File: config.mk
export PLATFORM = sky130hd
export DESIGN_NAME = addsub_pipe
export DESIGN_NICKNAME = d
export VERILOG_FILES = /design/src/rtl/addsub_pipe.sv
export SDC_FILE = /design/constraint.sdc
export NUM_CORES = 1
export LEC_CHECK = 0
export ABC_CLOCK_PERIOD_IN_PS = 6200
export BUFFER_PORTS_ARGS = -buffer_cell sky130_fd_sc_hd__buf_2
export CAP_MARGIN = 20
export CORE_UTILIZATION = 25
export DETAILED_ROUTE_END_ITERATION = 7
export REMOVE_ABC_BUFFERS = 1
export SETUP_SLACK_MARGIN = 0.4
export SLEW_MARGIN = 20
export SYNTH_ARGS = -nofsm -noshare
export SYNTH_HDL_FRONTEND = slang
export SYNTH_SLANG_ARGS = --single-unit
File: constraint.sdc
create_clock -name clk -period 6.2 [get_ports clk]
set_input_delay 0.62 -clock clk [delete_from_list [all_inputs] [get_ports clk]]
set_output_delay 0.62 -clock clk [all_outputs]
set_load 0.01 [all_outputs]
File: src/rtl/addsub_pipe.sv
// Pipelined WIDTH-bit adder/subtractor with condition flags, one SEG-bit carry segment per stage.
// Define ADDSUB_PIPE_SAT_EN to replace overflowing results with the signed saturation value.
module addsub_pipe #(
  parameter int WIDTH = 32,
  parameter int SEG   = 8
) (
  input  logic             clk,
  input  logic             rst,
  input  logic             in_valid,
  output logic             in_ready,
  input  logic [WIDTH-1:0] x,
  input  logic [WIDTH-1:0] y,
  input  logic             sub,
  output logic             out_valid,
  input  logic             out_ready,
  output logic [WIDTH-1:0] f,
  output logic             cout,
  output logic             CF,
  output logic             OF,
  output logic             SF,
  output logic             ZF
);

  localparam int STAGES = WIDTH / SEG;
  localparam int MSB    = WIDTH - 1;
  localparam int LAST   = STAGES - 1;
  localparam int NREG   = (STAGES > 1) ? STAGES - 1 : 1;

  generate
    if ((WIDTH % SEG) != 0 || WIDTH < 2) begin : g_param_check
      $error("addsub_pipe: WIDTH must be >= 2 and a multiple of SEG");
    end
  endgenerate

  // Registers between stages; entry k holds the state leaving stage k.
  logic             sv   [NREG];
  logic             ssub [NREG];
  logic             sc   [NREG];
  logic [WIDTH-1:0] sx   [NREG];
  logic [WIDTH-1:0] sy   [NREG];
  logic [WIDTH-1:0] sr   [NREG];

  // Values entering each stage, and what each stage produces.
  logic             av   [STAGES];
  logic             asub [STAGES];
  logic             ac   [STAGES];
  logic [WIDTH-1:0] ax   [STAGES];
  logic [WIDTH-1:0] ay   [STAGES];
  logic [WIDTH-1:0] ar   [STAGES];
  logic [WIDTH-1:0] nr   [STAGES];
  logic             nc   [STAGES];
  logic [SEG:0]     segsum [STAGES];

  logic [WIDTH-1:0] ff;
  logic             rawof;

  assign in_ready = !out_valid || out_ready;

  always_comb begin
    av[0]   = in_valid && in_ready;
    asub[0] = sub;
    ac[0]   = sub;
    ax[0]   = x;
    ay[0]   = y ^ {WIDTH{sub}};
    ar[0]   = '0;
    for (int k = 1; k < STAGES; k++) begin
      av[k]   = sv[k-1];
      asub[k] = ssub[k-1];
      ac[k]   = sc[k-1];
      ax[k]   = sx[k-1];
      ay[k]   = sy[k-1];
      ar[k]   = sr[k-1];
    end
    for (int k = 0; k < STAGES; k++) begin
      segsum[k] = {1'b0, ax[k][k*SEG +: SEG]} + {1'b0, ay[k][k*SEG +: SEG]}
                + {{SEG{1'b0}}, ac[k]};
      nr[k] = ar[k];
      nr[k][k*SEG +: SEG] = segsum[k][SEG-1:0];
      nc[k] = segsum[k][SEG];
    end
    rawof = (ax[LAST][MSB] == ay[LAST][MSB]) && (nr[LAST][MSB] != ax[LAST][MSB]);
`ifdef ADDSUB_PIPE_SAT_EN
    // Overflow direction follows the sign of operand A.
    if (rawof)
      ff = ax[LAST][MSB] ? {1'b1, {(WIDTH-1){1'b0}}} : {1'b0, {(WIDTH-1){1'b1}}};
    else
      ff = nr[LAST];
`else
    ff = nr[LAST];
`endif
  end

  // Single global enable: a stalled output freezes every stage, bubbles included.
  always_ff @(posedge clk) begin
    if (rst) begin
      for (int k = 0; k < NREG; k++) begin
        sv[k]   <= 1'b0;
        ssub[k] <= 1'b0;
        sc[k]   <= 1'b0;
        sx[k]   <= '0;
        sy[k]   <= '0;
        sr[k]   <= '0;
      end
      out_valid <= 1'b0;
      f         <= '0;
      cout      <= 1'b0;
      CF        <= 1'b0;
      OF        <= 1'b0;
      SF        <= 1'b0;
      ZF        <= 1'b0;
    end else if (in_ready) begin
      for (int k = 0; k < STAGES - 1; k++) begin
        sv[k]   <= av[k];
        ssub[k] <= asub[k];
        sc[k]   <= nc[k];
        sx[k]   <= ax[k];
        sy[k]   <= ay[k];
        sr[k]   <= nr[k];
      end
      out_valid <= av[LAST];
      f         <= ff;
      cout      <= nc[LAST];
      CF        <= nc[LAST] ^ asub[LAST];
      OF        <= rawof;
      SF        <= ff[MSB];
      ZF        <= (ff == '0);
    end
  end

endmodule

==> impl_metrics.env, run 1 <==
export IMPL_drc=0
export IMPL_drt_iter0_drc=294
export IMPL_clockBufferDepth=2
export IMPL_die_area_um2=34400
export IMPL_ys_seq_elements=190
export IMPL_finalSetupTns_ps=0
export IMPL_clock_sinks=190
export IMPL_grt_ovfl_total=0
export IMPL_hold_depth=2
export IMPL_gr_max_usage_layer="met2"
export IMPL_skew_ps=9.47
export IMPL_cp_arrival_ps=2760
export IMPL_yosys_area_top_type="edfxtp_1"
export IMPL_numCtsBuffers=17
export IMPL_cp_max_fo=87
export IMPL_synth_async_reset_ratio_pct=0
export IMPL_startpoint="out_valid"
export IMPL_status="completed"
export IMPL_critPathCaptureType="flop"
export IMPL_drtAntennaViolNets=0
export IMPL_cts_htree_levels=4
export IMPL_maxSlewHeadroom_pct=36.1
export IMPL_finalWirelength_um=16800
export IMPL_r2r_start="out_valid"
export IMPL_synth_edf_count=153
export IMPL_worst_setup_path_type="flop to flop"
export IMPL_met2_usage_pct=17.6
export IMPL_netlist_top_cells_count="edfxtp_1, and2_1, nand2_1, nor2_1, a21oi_1"
export IMPL_grt_pass1_vias=4848
export IMPL_grt_max_degree=123
export IMPL_grtUsageMet1_pct=12.1
export IMPL_slew_viol_final=0
export IMPL_dp_hpwl_um=11300
export IMPL_fin_crit_sh_pct=42.3
export IMPL_cts_tree="done"
export IMPL_r2r_cells=7
export IMPL_p_leak_uw=0.00416
export IMPL_max_freq_mhz=382
export IMPL_synth_warnings=0
export IMPL_viasPerCell=4.06
export IMPL_antenna_found_initial=0
export IMPL_grt_pass1_wl_um=26100
export IMPL_dr_pass1_iters=4
export IMPL_synthDistinctLibCells=50
export IMPL_grt_use_met3_pct=2.39
export IMPL_area_delta_synth_final_pct=19.4
export IMPL_rows=66
export IMPL_post_cts_buffers=0
export IMPL_startpoint_type="flop"
export IMPL_clock_latency_ps=440
export IMPL_num_antenna_cells=0
export IMPL_rsz0062_at_grt="no"
export IMPL_max_cap_violations=0
export IMPL_grt_usage_pct=10.1
export IMPL_vias=5035
export IMPL_die_x_um=186
export IMPL_required_ps=6340
export IMPL_cts_repair_resized=0
export IMPL_final_nets=890
export IMPL_yosys_top_cells_area="edfxtp_1, dfxtp_1, and2_1, ha_1, xnor2_1"
export IMPL_ys_flop_type="edfxtp_1"
export IMPL_port_buffer_count=107
export IMPL_reg2reg_setup_slack_ps=3580
export IMPL_min_from="f[23]"
export IMPL_initial_utilization_pct=25.6
export IMPL_ctsHoldBuffers=0
export IMPL_clk_pin_slew_ps=70
export IMPL_gp_congestion=0.787
export IMPL_period_minus_slack_ps=2620
export IMPL_ir_drop_uv=199
export IMPL_io_pins=108
export IMPL_synth_seq_area_share_pct=63.4
export IMPL_finalSetupViolations=0
export IMPL_final_layout_size_suffix_gt1_share_pct=19.4
export IMPL_postSynthAreaPerCell_um2=12.3
export IMPL_finalHoldViolations=0
export IMPL_worst_slew_pin_slew_ps=959
export IMPL_power_uw=2850
export IMPL_die_y_um=186
export IMPL_syn_area_um2=8420
export IMPL_min_path_type="flop to flop"
export IMPL_power_density_nw_per_um2=284
export IMPL_coreArea_um2=32900
export IMPL_root_buffer="clkbuf_16"
export IMPL_wl_per_cell_um=13.5
export IMPL_syn_inst=686
export IMPL_yosysTopAreaCellShare_pct=54.6
export IMPL_synth_most_common_cell="edfxtp_1"
==> area by class of cell <==
class / count / area, um^2
clock buffers: 17 / 425
multi-input cells: 445 / 2890
inverters: 18 / 72.6
well taps: 442 / 553
fillers: 3423 / 22800
flip-flops and latches: 190 / 5340
clock inverters: 15 / 166
repair buffers: 114 / 608
==> flip-flops by register name, summed over array words and instances, names as in the netlist <==
register   cells
f             32
OF             1
sv             3
ssub           3
out_valid      1
sx            48
cout           1
sr            48
ZF             1
sy            48
sc             3
CF             1
==> final timing paths <==
check | to
worst max-delay path | ssub[0][1]
worst min-delay path | f[23]
worst max register to register | ssub[0][1]
worst min register to register | f[23]
==> cell families after synthesis <==
kind of cell,share of synthesized area [%]
simple gates,16.9
flops,63.4
compound gates,6.51
buf+inv,2.47
xor+xnor,4.58
fa+ha+maj,5.83
mux,0.297
==> through the flow <==
step	util, %	worst slack, ps	cells	hold slack [ps]	area [um^2]
3_3_place_gp	28.7	3140	1208	436	9430
2_1_floorplan	-	781	653	433	8280
5_1_grt	30.6	3360	1241	433	10100
6_report	30.6	3580	1241	449	10100
4_1_cts	30.5	3500	1240	432	10000
3_5_place_dp	28.7	3090	1208	442	9430
==> layout by cell type (no fill, tap or decap), types with 6 or more instances in the layout <==
cell,count
and2_1,106
xor2_1,10
nor3_1,9
edfxtp_1,153
o21ai_1,7
ha_1,28
nand2_1,63
buf_4,6
dfxtp_1,37
a21o_1,7
a21oi_1,40
fa_1,7
inv_1,15
o21ai_0,7
nor2b_1,8
buf_2,107
nor2_1,55
clkbuf_16,17
o21a_1,7
xnor2_1,34
==> layer usage <==
| metal | up-vias | part of all wire, % | wire, um |
|---|---|---|---|
| met3 | 16 | 4.8 | 807 |
| met1 | 2314 | 44 | 7360 |
| li1 | 2594 | - | - |
| met5 | - | 0 | 0 |
| met2 | 111 | 50 | 8420 |
| met4 | 0 | 1.3 | 221 |
==> power by group <==
group | switching [uW] | total (uW) | internal (uW)
Clock | 535 | 1080 | 544
Sequential | 28.6 | 1500 | 1470
Combinational | 147 | 272 | 125
Total | 711 | 2850 | 2140
==> critical path, stage by stage (launching register included) <==
cell	delay (ps)
dfxtp_1	330
nor2b_4	130
buf_4	400
inv_2	70
nor2_1	260
clkinv_4	340
buf_16	340
buf_4	350
Note: power is estimated with default switching activity, not from simulation.
==> run 2, diff against run 1 <==
--- a/config.mk
+++ b/config.mk
@@ -5,7 +5,7 @@
 export SDC_FILE = /design/constraint.sdc
 export NUM_CORES = 1
 export LEC_CHECK = 0
-export ABC_CLOCK_PERIOD_IN_PS = 6200
+export ABC_CLOCK_PERIOD_IN_PS = 2200
 export BUFFER_PORTS_ARGS = -buffer_cell sky130_fd_sc_hd__buf_2
 export CAP_MARGIN = 20
 export CORE_UTILIZATION = 25
==> constraint.sdc (replaced) <==
create_clock -name clk -period 2.2 [get_ports clk]
set_input_delay 0.22 -clock clk [delete_from_list [all_inputs] [get_ports clk]]
set_output_delay 0.22 -clock clk [all_outputs]
set_load 0.01 [all_outputs]
==> impl_metrics.env, run 2 (synthesis gave the netlist of run 1 again) <==
export IMPL_fin_crit_sh_pct=105
export IMPL_die_area_um2=34400
export IMPL_min_path_type="primary input to flop"
export IMPL_drc=0
export IMPL_drtAntennaViolNets=0
export IMPL_r2r_cells=10
export IMPL_grt_ovfl_total=0
export IMPL_die_y_um=186
export IMPL_finalSetupTns_ps=-226
export IMPL_die_x_um=186
export IMPL_grt_max_degree=66
export IMPL_grt_use_met3_pct=2.43
export IMPL_met2_usage_pct=18.9
export IMPL_maxSlewHeadroom_pct=62.7
export IMPL_area_delta_synth_final_pct=27.1
export IMPL_gr_max_usage_layer="met2"
export IMPL_antenna_found_initial=0
export IMPL_coreArea_um2=32900
export IMPL_cts_tree="done"
export IMPL_clock_latency_ps=430
export IMPL_port_buffer_count=107
export IMPL_cp_arrival_ps=2500
export IMPL_hold_depth=2
export IMPL_slew_viol_final=0
export IMPL_ir_drop_uv=558
export IMPL_viasPerCell=4.15
export IMPL_period_minus_slack_ps=2310
export IMPL_critPathCaptureType="flop"
export IMPL_root_buffer="clkbuf_16"
export IMPL_finalHoldViolations=0
export IMPL_clk_pin_slew_ps=80
export IMPL_finalWirelength_um=17800
export IMPL_max_freq_mhz=434
export IMPL_startpoint_type="flop"
export IMPL_cp_max_fo=2
export IMPL_dr_pass1_iters=4
export IMPL_max_cap_violations=0
export IMPL_final_common_cell="edfxtp_1"
export IMPL_clock_sinks=190
export IMPL_required_ps=2390
export IMPL_cts_htree_levels=4
export IMPL_grt_pass1_wl_um=28200
export IMPL_grtUsageMet1_pct=13.1
export IMPL_rsz0062_at_grt="yes"
export IMPL_grt_pass1_vias=5252
export IMPL_layout_common_cells="edfxtp_1, and2_1, buf_2"
export IMPL_clockBufferDepth=2
export IMPL_fin_ws_ps=-106
export IMPL_reg_largest_list="sr: 48 flops, sx: 48 flops, sy: 48 flops"
export IMPL_reg2reg_setup_slack_ps=-110
export IMPL_gp_congestion=0.753
export IMPL_violations="setup timing"
export IMPL_ctsHoldBuffers=0
export IMPL_power_density_nw_per_um2=794
export IMPL_wl_per_cell_um=14.0
export IMPL_worst_slew_pin_slew_ps=555
export IMPL_initial_utilization_pct=25.6
export IMPL_p_leak_uw=0.00441
export IMPL_fin_util_pct=32.5
export IMPL_numCtsBuffers=17
export IMPL_drt_iter0_drc=236
export IMPL_skew_ps=9.99
export IMPL_status="finished with violations"
export IMPL_finalSetupViolations=3
export IMPL_grt_usage_pct=10.8
export IMPL_io_pins=108
export IMPL_rows=66
export IMPL_final_layout_size_suffix_gt1_share_pct=28.7
export IMPL_dp_hpwl_um=12000
export IMPL_vias=5285
export IMPL_worst_setup_path_type="flop to flop"
export IMPL_final_nets=920
-- run 2: changes by cell type in the layout (fill, tap and decap cells not counted), moves of 6 or more --
| cell | delta |
|---|---|
| fa_1 | -6 |
| inv_2 | +7 |
| inv_1 | -8 |
| fa_2 | +6 |
| a21oi_1 | -8 |
| buf_4 | +24 |
-- run 2: where the power goes --
group | switching (uW) | leakage (uW) | internal (uW)
clock network | 1500 | 0.000308 | 1860
logic | 459 | 0.00199 | 427
registers | 87.2 | 0.00211 | 4150
total | 2050 | 0.00441 | 6440
-- run 2: critical path, cell delays in order, from the launching register on --
cell and delay, ps:
edfxtp_1 380, inv_2 70, fa_2 200, inv_2 50, fa_2 330, a21o_1 190
a21oi_2 130, nor2b_1 80, o21a_1 190, or3_1 300, and3_1 160
-- run 2: metal layers --
layer / part of all wire (%) / up-vias
li1: - / 2644
met4: 1.2 / 0
met1: 44 / 2526
met5: 0 / -
met2: 51 / 101
met3: 4.1 / 14
-- run 2: through the flow --
| step | area (um^2) | setup WS [ps] | hold slack [ps] | total power, uW | instances |
|---|---|---|---|---|---|
| after floorplan | 8280 | -2990 | 289 | 4790 | 653 |
| after detailed placement | 9620 | -342 | 443 | 5140 | 1230 |
| after global routing | 10700 | -239 | 46.3 | 8870 | 1271 |
| after global placement | 9620 | -386 | 437 | 5130 | 1230 |
| after CTS | 10600 | -132 | 37.1 | 8570 | 1268 |
| final | 10700 | -106 | 56.3 | 8490 | 1272 |
-- run 2: final timing paths --
path / start / endpoint
max reg2reg: sy[0][48] / sr[0][86]
min reg2reg: f[17] / f[17]
max: sy[0][48] / sr[0][86]
min: x[19] / sx[0][19]
-- run 2: area by class of cell --
type | instances | area, um^2
timing repair buffer | 144 | 888
antenna | 1 | 2.50
multi-input combinational | 445 | 3190
fill | 3369 | 22200
clock inverter | 15 | 224
inverter | 18 | 75.1
tap | 442 | 553
clock buffer | 17 | 425
sequential | 190 | 5340
-- run 2: timing repair --
| action | 4_1_cts | 5_1_grt |
|---|---|---|
| pin swaps | 24 | 15 |
| cloned | 1 | 0 |
| resized for setup | 53 | 21 |
| setup buffers | 5 | 3 |
| endpoints found under the hold margin | 0 | 0 |
| endpoints found under the setup margin | 147 | 89 |
